File: config.mk
export PLATFORM = sky130hd
export DESIGN_NAME = programmable_clock_generator
export DESIGN_NICKNAME = d
export VERILOG_FILES = /design/src/rtl/programmable_clock_generator.sv
export SDC_FILE = /design/constraint.sdc
export NUM_CORES = 1
export LEC_CHECK = 0
export CAP_MARGIN = 25
export CORE_MARGIN = 2
export CORE_UTILIZATION = 50
export CTS_BUF_LIST = sky130_fd_sc_hd__clkbuf_16
export DETAILED_ROUTE_END_ITERATION = 6
export PLACE_DENSITY_LB_ADDON = 0.05
export REMOVE_ABC_BUFFERS = 1
export SYNTH_ARGS = -nofsm -noshare
export SYNTH_HDL_FRONTEND = slang
export SYNTH_SLANG_ARGS = --single-unit
File: constraint.sdc
create_clock -name clock_in -period 9.33 [get_ports clock_in]
set_input_delay 1.866 -clock clock_in [delete_from_list [all_inputs] [get_ports clock_in]]
set_output_delay 1.866 -clock clock_in [all_outputs]
set_load 0.005 [all_outputs]
File: src/rtl/programmable_clock_generator.sv
// Multi-channel programmable clock divider. Each channel has a registered
// counter, double-buffered divisor and glitch-free flop-driven outputs.
module programmable_clock_generator #(
   parameter int NUM_CH = 4,
   parameter int DIV_W  = 8,
   parameter logic [NUM_CH*DIV_W-1:0] DIV_INIT = {NUM_CH{DIV_W'(2)}},
   localparam int CH_W = (NUM_CH > 1) ? $clog2(NUM_CH) : 1
) (
   input  logic              clock_in,
   input  logic              reset,
   input  logic [NUM_CH-1:0] en,
   input  logic              sync,
   input  logic              wr_en,
   input  logic [CH_W-1:0]   wr_ch,
   input  logic [DIV_W-1:0]  wr_div,
   output logic [NUM_CH-1:0] clk_out,
   output logic [NUM_CH-1:0] tog_out,
   output logic [NUM_CH-1:0] strobe,
   output logic [NUM_CH-1:0] pend
);

   // Divisors 0 and 1 cannot produce a valid waveform, so they run as 2.
   function automatic logic [DIV_W-1:0] eff_div(input logic [DIV_W-1:0] d);
      return (d < DIV_W'(2)) ? DIV_W'(2) : d;
   endfunction

   for (genvar i = 0; i < NUM_CH; i++) begin : g_ch
      logic [DIV_W-1:0] d_q, d_d, s_q, s_d, cnt_q, cnt_d, e_cur;
      logic             run_q, run_d, pend_q, pend_d;
      logic             clk_q, clk_d, tog_q, tog_d, stb_q, stb_d;
      logic             hit, tc;

      always_comb begin
         e_cur  = eff_div(d_q);
         hit    = wr_en && (wr_ch == CH_W'(i));
         tc     = run_q && (cnt_q == e_cur - DIV_W'(1));
         d_d    = d_q;
         s_d    = s_q;
         cnt_d  = cnt_q;
         run_d  = run_q;
         pend_d = pend_q;
         clk_d  = clk_q;
         tog_d  = tog_q;
         stb_d  = stb_q;
         if (!en[i]) begin
            run_d = 1'b0;
            cnt_d = '0;
            clk_d = 1'b0;
            tog_d = 1'b0;
            stb_d = 1'b0;
            if (hit) d_d = wr_div;
         end else if (!run_q) begin
            // first enabled cycle always opens a fresh period
            run_d = 1'b1;
            cnt_d = '0;
            clk_d = 1'b0;
            stb_d = 1'b1;
            tog_d = ~tog_q;
            if (hit) begin
               s_d    = wr_div;
               pend_d = 1'b1;
            end
         end else if (sync || tc) begin
            cnt_d  = '0;
            clk_d  = 1'b0;
            stb_d  = 1'b1;
            tog_d  = ~tog_q;
            pend_d = 1'b0;
            if (hit)         d_d = wr_div;
            else if (pend_q) d_d = s_q;
         end else begin
            cnt_d = cnt_q + DIV_W'(1);
            clk_d = (cnt_d >= (e_cur >> 1));
            stb_d = 1'b0;
            if (hit) begin
               s_d    = wr_div;
               pend_d = 1'b1;
            end
         end
      end

      always_ff @(posedge clock_in or posedge reset) begin
         if (reset) begin
            d_q    <= DIV_INIT[i*DIV_W +: DIV_W];
            s_q    <= DIV_INIT[i*DIV_W +: DIV_W];
            cnt_q  <= '0;
            run_q  <= 1'b0;
            pend_q <= 1'b0;
            clk_q  <= 1'b0;
            tog_q  <= 1'b0;
            stb_q  <= 1'b0;
         end else begin
            d_q    <= d_d;
            s_q    <= s_d;
            cnt_q  <= cnt_d;
            run_q  <= run_d;
            pend_q <= pend_d;
            clk_q  <= clk_d;
            tog_q  <= tog_d;
            stb_q  <= stb_d;
         end
      end

      assign clk_out[i] = clk_q;
      assign tog_out[i] = tog_q;
      assign strobe[i]  = stb_q;
      assign pend[i]    = pend_q;
   end

endmodule
==> results of run 1 <==
-- cell type report --
class                   count  share of cell area
repair buffers             35             0.04310
clock buffers              17             0.05310
multi-input cells         479              0.4677
clock inverters            15             0.02436
inverters                  42             0.01999
flip-flops and latches    116              0.3636
well taps                 180             0.02811
-- cell usage after synthesis (3+ instances only) --
master,number
a21o_1,13
a21oi_1,15
a221oi_1,9
a31oi_1,6
and2_1,9
and3_1,12
buf_1,8
buf_2,6
buf_4,16
clkbuf_1,8
dfrtp_1,108
dfstp_2,8
ha_1,36
inv_1,42
mux2_2,40
mux2i_1,50
nand2_1,35
nand2b_1,10
nand3_1,18
nand4_1,4
nor2_1,45
nor2b_1,18
nor3_1,14
nor3b_1,4
nor4_1,8
o2111ai_1,4
o21ai_0,12
o21ai_1,4
or2_2,3
or3_1,3
or4_4,3
xnor2_1,36
xor2_1,22
-- flip-flops by register name, summed over array words and instances, names as in the netlist --
signal,cells
g_ch.stb_q,4
g_ch.pend_q,4
g_ch.tog_q,4
g_ch.clk_q,4
g_ch.s_q,32
g_ch.d_q,32
g_ch.cnt_q,32
g_ch.run_q,4
-- layer usage --
layer | wire length [um] | vias up | part of all wire | global-route usage
met3 | 436 | 18 | 0.030 | 0.05112
met1 | 7116 | 2380 | 0.49 | 0.2922
met4 | 192 | 0 | 0.013 | 0.06609
met5 | 0 | - | 0 | 0
li1 | - | 2399 | - | -
met2 | 6728 | 63 | 0.46 | 0.3240
-- worst paths after layout --
kind | startpoint | to
max in group asynchronous | reset | g_ch[3].cnt_q[4]$_DFF_PP0_
min reg2reg | g_ch[1].s_q[3]$_DFFE_PP0P_ | g_ch[1].s_q[3]$_DFFE_PP0P_
min | g_ch[1].s_q[3]$_DFFE_PP0P_ | g_ch[1].s_q[3]$_DFFE_PP0P_
max | wr_ch[1] | g_ch[0].d_q[0]$_DFFE_PP0P_
min in group asynchronous | reset | g_ch[2].cnt_q[1]$_DFF_PP0_
max reg2reg | g_ch[2].d_q[3]$_DFFE_PP0P_ | g_ch[2].s_q[0]$_DFFE_PP0P_
-- metrics by stage --
step                        util  cell area (sq um)
after floorplan                -               6818
final                     0.5794               8011
after global placement    0.5345               7391
after global routing      0.5794               8011
after detailed placement  0.5345               7391
after CTS                 0.5794               8011
-- cell families (layout without fill, tap and decap cells) --
| logic type | after synthesis | count (layout) | share of synthesized area |
|---|---|---|---|
| buffers and inverters | 80 | 109 | 0.05234 |
| muxes | 93 | 93 | 0.1412 |
| adders and majority gates | 36 | 36 | 0.06409 |
| and+or+nand+nor | 200 | 200 | 0.1536 |
| DFF | 116 | 116 | 0.4145 |
| AOI/OAI and AO/OA | 92 | 92 | 0.1020 |
| xor gates and xnor gates | 58 | 58 | 0.07228 |
-- critical path, delay by kind of cell --
family        cells  cell delay (ps)
mux               2              650
simple gates      2             1110
buf+inv           1              550
-- power by group through the flow --
| stage | clock network (mW) | registers [mW] | logic, mW |
|---|---|---|---|
| after floorplan | 0 | 0.691 | 0.382 |
| after global placement | 0 | 0.715 | 0.472 |
| after detailed placement | 0 | 0.719 | 0.489 |
| after CTS | 0.706 | 0.711 | 0.493 |
| after global routing | 0.727 | 0.731 | 0.549 |
| final | 0.692 | 0.713 | 0.488 |
==> out/metrics.csv, run 1 <==
stage,metric,value,unit
setup_path,CP startpoint kind,input pin,
setup_path,crit path cell chain,clkdlybuf4s50_1 > nor3b_1 > nand2b_1 > mux2_2 > mux2_4,
yosys,Synth top area share,0.3845,
power_and_ir_drop,maximum VDD drop,0.0001488,V
hold_path,Worst Hold Depth,1,
detailed_routing,Via-to-Cell Ratio,5.498,
setup_path,critical path data arrival time,4190,ps
timing,"Worst Setup Slack, final",5443,ps
timing,setup violators final,0,
clocking,CTS root buffer,clkbuf_16,
floorplan,num rows,43,
timing,Fin. Hold Viols,0,
timing,clk_skew,5.851,ps
setup_path,worst stage delay on the critical path,630,ps
global_route,vias in the first global route,4875,
timing,setup TNS,0,ps
detailed_routing,number of remaining DRC errors,0,
clocking,worst-case clock buffer depth,2,
floorplan,die width,122.6,um
clocking,H-Tree Depth,4,
setup_path,Reg2Reg Depth,10,
finish,flip-flop and latch area,2913,sq um
setup_path,CP Class,input pin to flip-flop,
hold_path,Hold Crit Class,flip-flop to flip-flop,
floorplan,initial core utilization,0.5083,
global_route,largest net degree at the start of global routing,62,
clocking,TritonCTS clock tree,built,
yosys,register bit total from synthesis,116,
clocking,CTS Hold Buffers Added,0,
setup_path,slowest CP cell,nor3b_1,
power_and_ir_drop,P_leak,3.801,nW
finish,share of cells above drive strength 1,0.1463,
detailed_routing,Final ANT Viol Nets,0,
floorplan,# IOs,34,
timing,Max-slew headroom,0.4854,
detailed_routing,First DRT Iteration DRCs,241,
yosys,synth top area cells,"dfrtp_1 38%, mux2i_1 7.1%, ha_1 6.4%, mux2_2 6.4%, xnor2_1 4.5%",
global_route,antenna violations before repair,0,
finish,Syn-to-layout area delta,13.99,%
finish,# fillers,1160,
placed_design,placed cell count,852,
timing,post-layout min period,3887,ps
yosys,register area share after synthesis,0.4145,
clocking,"Clk Latency, worst-skew pair",410,ps
floorplan,Chip Height,122.6,um
detailed_routing,Vias,4860,
yosys,ys async rst share,1.000,
placed_design,"worst slack, placed",5059,ps
floorplan,die area,15020,sq um
setup_path,Worst EP required,9630,ps
clocking,clk slew on worst S/H paths,50,ps
floorplan,CORE AREA,13830,sq um
finish,diodes inserted,0,
timing,actual slew at the worst max-slew pin,771.9,ps
timing,Max Freq,257.3,MHz
finish,"most common cell after layout, fill and taps aside",dfrtp_1,
power_and_ir_drop,PwrDens,236.3,nW/um^2
finish,fin cells,884,
run,max_cap viols,0,
power_and_ir_drop,switching share of power,0.3085,
yosys,warnings from Yosys,0,
setup_path,Reg2Reg Setup Slack,5780,ps
global_route,first-pass GRT wire length,24500,um
power_and_ir_drop,Reg power frac,0.377,
power_and_ir_drop,Clk pwr share,0.366,
yosys,dominant cell type by area after synthesis,dfrtp_1,
global_route,Congestion Overflow GR,0,
placed_design,RePlAce Congestion,0.9003,
power_and_ir_drop,P_sw,0.5841,mW
power_and_ir_drop,internal power,1.309,mW
finish,multi-input gate area in the final layout,3747,sq um
placed_design,HPWL after DPL,10480,um
power_and_ir_drop,Pwr Total,1.893,mW
finish,most frequent cells in the layout,"108 x dfrtp_1, 50 x mux2i_1, 45 x nor2_1",
timing,RSZ-0062 raised after global routing,no,
yosys,"EDFF count, synth",0,
setup_path,CP endpoint kind,flip-flop,
timing,fin crit share,0.4166,
detailed_routing,WL/cell,16.37,um
yosys,predominant post-synthesis flop cell,dfrtp_1,
run_status,status,completed,
clocking,post-CTS sizing,0,
detailed_routing,final wirelength,14470,um
clocking,clock sink count,116,
timing,fin. max-slew vios,0,
finish,# nets final,745,
clocking,"Setup Fix Bufs, Post-CTS",0,
detailed_routing,router iterations before antenna repair,4,
yosys,Synth Instances,675,
placed_design,I/O Buffers,33,
setup_path,CP Max Fanout,8,
global_route,Tot GR Track Use,0.2101,
clocking,CTS buffer count,17,
yosys,Cell variety after synth,64,
timing,Min Hold Slack,501.7,ps
yosys,syn avg cell area,10.41,sq um
power_and_ir_drop,power share of the combinational group,0.258,
yosys,Synth Cell Area,7028,sq um
Power figures use the tool's default switching activity.
==> inputs of run 2 (changes only) <==
==> constraint.sdc (replaced) <==
create_clock -name clock_in -period 3.4 [get_ports clock_in]
set_input_delay 0.68 -clock clock_in [delete_from_list [all_inputs] [get_ports clock_in]]
set_output_delay 0.68 -clock clock_in [all_outputs]
set_load 0.005 [all_outputs]
==> run 2 against run 1 <==
Net effect: wire length is 4.9% higher; global-route usage grew 0.82 points; clock skew rose by 0.66 ps; flip-flop and latch count is the same; worst hold slack is essentially flat; critical path depth up 6; clock-buffer cell count did not move; largest power group unchanged; core utilization up 2.2 points; setup slack worse by 5400 ps.
==> out/metrics.csv, run 2 (same netlist as run 1, synthesis figures left out) <==
stage,metric,value,unit,change
detailed_routing,final wirelength,15180,um,+4.9%
floorplan,initial core utilization,0.5083,,unchanged
power_and_ir_drop,switching share of power,0.3122,,+0.003759
floorplan,num rows,43,,unchanged
power_and_ir_drop,maximum VDD drop,0.0003798,V,+160%
placed_design,I/O Buffers,33,,unchanged
power_and_ir_drop,Reg power frac,0.365,,-0.012
setup_path,crit-path leading delay family,simple AND/OR/NAND/NOR gates,,
placed_design,"worst slack, placed",74.84,ps,-4985 ps
timing,clk_skew,6.512,ps,+0.6605 ps
timing,Max-slew headroom,0.5576,,+0.07222
detailed_routing,Final ANT Viol Nets,0,,unchanged
finish,# nets final,767,,+3.0%
power_and_ir_drop,P_leak,3.967,nW,+4.4%
run,max_cap viols,0,,unchanged
global_route,Congestion Overflow GR,0,,unchanged
setup_path,Worst EP required,3700,ps,-5930 ps
placed_design,HPWL after DPL,10730,um,+2.4%
global_route,largest net degree at the start of global routing,52,,-16%
power_and_ir_drop,internal power,3.680,mW,+180%
placed_design,cell area after placement,7523,sq um,+1.8%
setup_path,worst stage delay on the critical path,580,ps,-50 ps
timing,fin crit share,0.9798,,
global_route,first-pass GRT wire length,25440,um,+3.8%
detailed_routing,WL/cell,16.75,um,+2.3%
finish,# fillers,1151,,-0.78%
clocking,worst-case clock buffer depth,2,,unchanged
timing,post-layout min period,3331,ps,
clocking,CTS buffer count,17,,unchanged
clocking,"Clk Latency, worst-skew pair",420,ps,about the same
power_and_ir_drop,PwrDens,643.4,nW/um^2,+170%
finish,most frequent cells in the layout,"108 x dfrtp_1, 50 x mux2i_1, 45 x nor2_1, 45 x inv_1, 38 x mux2_2",,
setup_path,Reg2Reg Setup Slack,70,ps,-5710 ps
finish,Top Registers,"g_ch.cnt_q (32), g_ch.d_q (32), g_ch.s_q (32)",,
timing,setup TNS,0,ps,unchanged
global_route,antenna violations before repair,0,,unchanged
placed_design,RePlAce Congestion,0.8783,,-2.4%
timing,Fin. Hold Viols,0,,unchanged
timing,Max Freq,300.2,MHz,
power_and_ir_drop,power share of the combinational group,0.279,,+0.021
global_route,vias in the first global route,5167,,+6.0%
clocking,clk slew on worst S/H paths,50,ps,about the same
setup_path,CP startpoint kind,flip-flop,,
clocking,CTS Hold Buffers Added,0,,unchanged
clocking,TritonCTS clock tree,built,,
setup_path,critical path data arrival time,3630,ps,-560 ps
detailed_routing,Via-to-Cell Ratio,5.512,,+0.26%
detailed_routing,router iterations before antenna repair,5,,+1
global_route,Tot GR Track Use,0.2183,,+0.008152
floorplan,# IOs,34,,unchanged
finish,design area,8317,sq um,+3.8%
setup_path,WP buf/inv,1,,unchanged
finish,Syn-to-layout area delta,18.34,%,
finish,"most common cell after layout, fill and taps aside",dfrtp_1,,
clocking,clock sink count,116,,unchanged
setup_path,CP Max Fanout,8,,unchanged
hold_path,start point of the worst hold path,g_ch[3].s_q[3]$_DFFE_PP0P_,,
detailed_routing,First DRT Iteration DRCs,224,,-7.1%
floorplan,Chip Height,122.6,um,unchanged
floorplan,CORE AREA,13830,sq um,unchanged
timing,fin. max-slew vios,0,,unchanged
setup_path,crit path cell chain,or4_4 > nor4_4 > nand2b_4 > ha_4 > xnor2_2 > nor4_2 > o2111ai_1 > o31a_1 > o21ai_4 > buf_12 > mux2_2,,
power_and_ir_drop,P_sw,1.671,mW,+190%
finish,share of cells above drive strength 1,0.1873,,+0.04102
timing,actual slew at the worst max-slew pin,663.5,ps,-108.3 ps
setup_path,reg2reg end,g_ch[1].s_q[4]$_DFFE_PP0P_,,
finish,diodes inserted,0,,unchanged
detailed_routing,number of remaining DRC errors,0,,unchanged
setup_path,Reg2Reg Depth,11,,+1
timing,"Worst Setup Slack, final",68.60,ps,-5374 ps
setup_path,R2R Path Start,g_ch[1].d_q[6]$_DFFE_PP0P_,,
setup_path,slowest CP cell,or4_4,,
floorplan,die area,15020,sq um,unchanged
floorplan,die width,122.6,um,unchanged
clocking,CTS root buffer,clkbuf_16,,
setup_path,CP endpoint kind,flip-flop,,
setup_path,CP Class,flip-flop to flip-flop,,
timing,setup violators final,0,,unchanged
hold_path,WHS Endpoint,g_ch[3].s_q[3]$_DFFE_PP0P_,,
detailed_routing,Vias,4994,,+2.8%
run_status,status,completed,,
power_and_ir_drop,Clk pwr share,0.356,,-0.010
hold_path,Worst Hold Depth,1,,unchanged
clocking,H-Tree Depth,4,,unchanged
hold_path,Hold Crit Class,flip-flop to flip-flop,,
[run 2: cell types whose count changed in the layout (fill, tap and decap cells not counted), sizes merged]
cell | before | now
buf | 2 | 24
clkinv | 8 | 6
inv | 44 | 46
[run 2: routing by layer]
layer	vias to the layer above	track usage	part of all wire
met5	-	0	0
met4	0	0.08549	0.018
met3	22	0.04833	0.034
met2	84	0.3510	0.48
met1	2439	0.2874	0.47
li1	2449	-	-
[run 2: stage by stage]
step           utilization  cells  hold slack [ps]  power (mW)
2_1_floorplan            -    637            475.4       2.943
6_report            0.6015    906            501.3       5.351
4_1_cts             0.5892    900            504.8       5.293
5_1_grt             0.6015    906            512.5       5.667
3_5_place_dp        0.5441    868            492.8       3.364
3_3_place_gp        0.5441    868            485.1       3.310
[run 2: cell type report]
cell class              count  area (sq um)  area share
multi-input cells         479          3856      0.4637
inverters                  42         160.2     0.01926
clock buffers              17         425.4     0.05115
well taps                 180         225.2     0.02708
flip-flops and latches    116          2913      0.3502
repair buffers             57         539.3     0.06484
clock inverters            15         197.7     0.02377
[run 2: what timing repair did]
item,in CTS,in global routing
gates resized for setup,0,19
setup endpoints to repair,0,52
buffers inserted,0,6
[run 2: worst register-to-register path: stages (launching register included)]
cell and delay [ps]:
dfrtp_1 400, or4_4 580, nor4_4 200, nand2b_4 190
ha_4 200, xnor2_2 130, nor4_2 260, o2111ai_1 150
o31a_1 420, o21ai_4 200, buf_12 140, mux2_2 330
[run 2: power by group through the flow]
stage               sequential (mW)  clock, mW  combinational, mW
floorplan                      1.89          0               1.05
global placement               1.94          0               1.37
detailed placement             1.95          0               1.41
CTS                            1.94       1.94               1.42
global route                   1.99       2.01               1.66
finish                         1.95       1.91               1.49
[run 2: how the worst max path moves through the flow]
stage | end | slack [ps] | cells past startpoint | from
after floorplan | g_ch[0].clk_q$_DFF_PP0_ | -340 | 1 | reset
after global placement | g_ch[3].s_q[4]$_DFFE_PP0P_ | 130 | 11 | g_ch[3].d_q[4]$_DFFE_PP0P_
after detailed placement | g_ch[1].s_q[3]$_DFFE_PP0P_ | 70 | 11 | g_ch[1].d_q[4]$_DFFE_PP0P_
after CTS | g_ch[1].s_q[3]$_DFFE_PP0P_ | 50 | 11 | g_ch[1].d_q[4]$_DFFE_PP0P_
after global routing | g_ch[1].d_q[7]$_DFFE_PP0P_ | -50 | 10 | g_ch[1].d_q[6]$_DFFE_PP0P_
final | g_ch[1].s_q[4]$_DFFE_PP0P_ | 70 | 11 | g_ch[1].d_q[6]$_DFFE_PP0P_
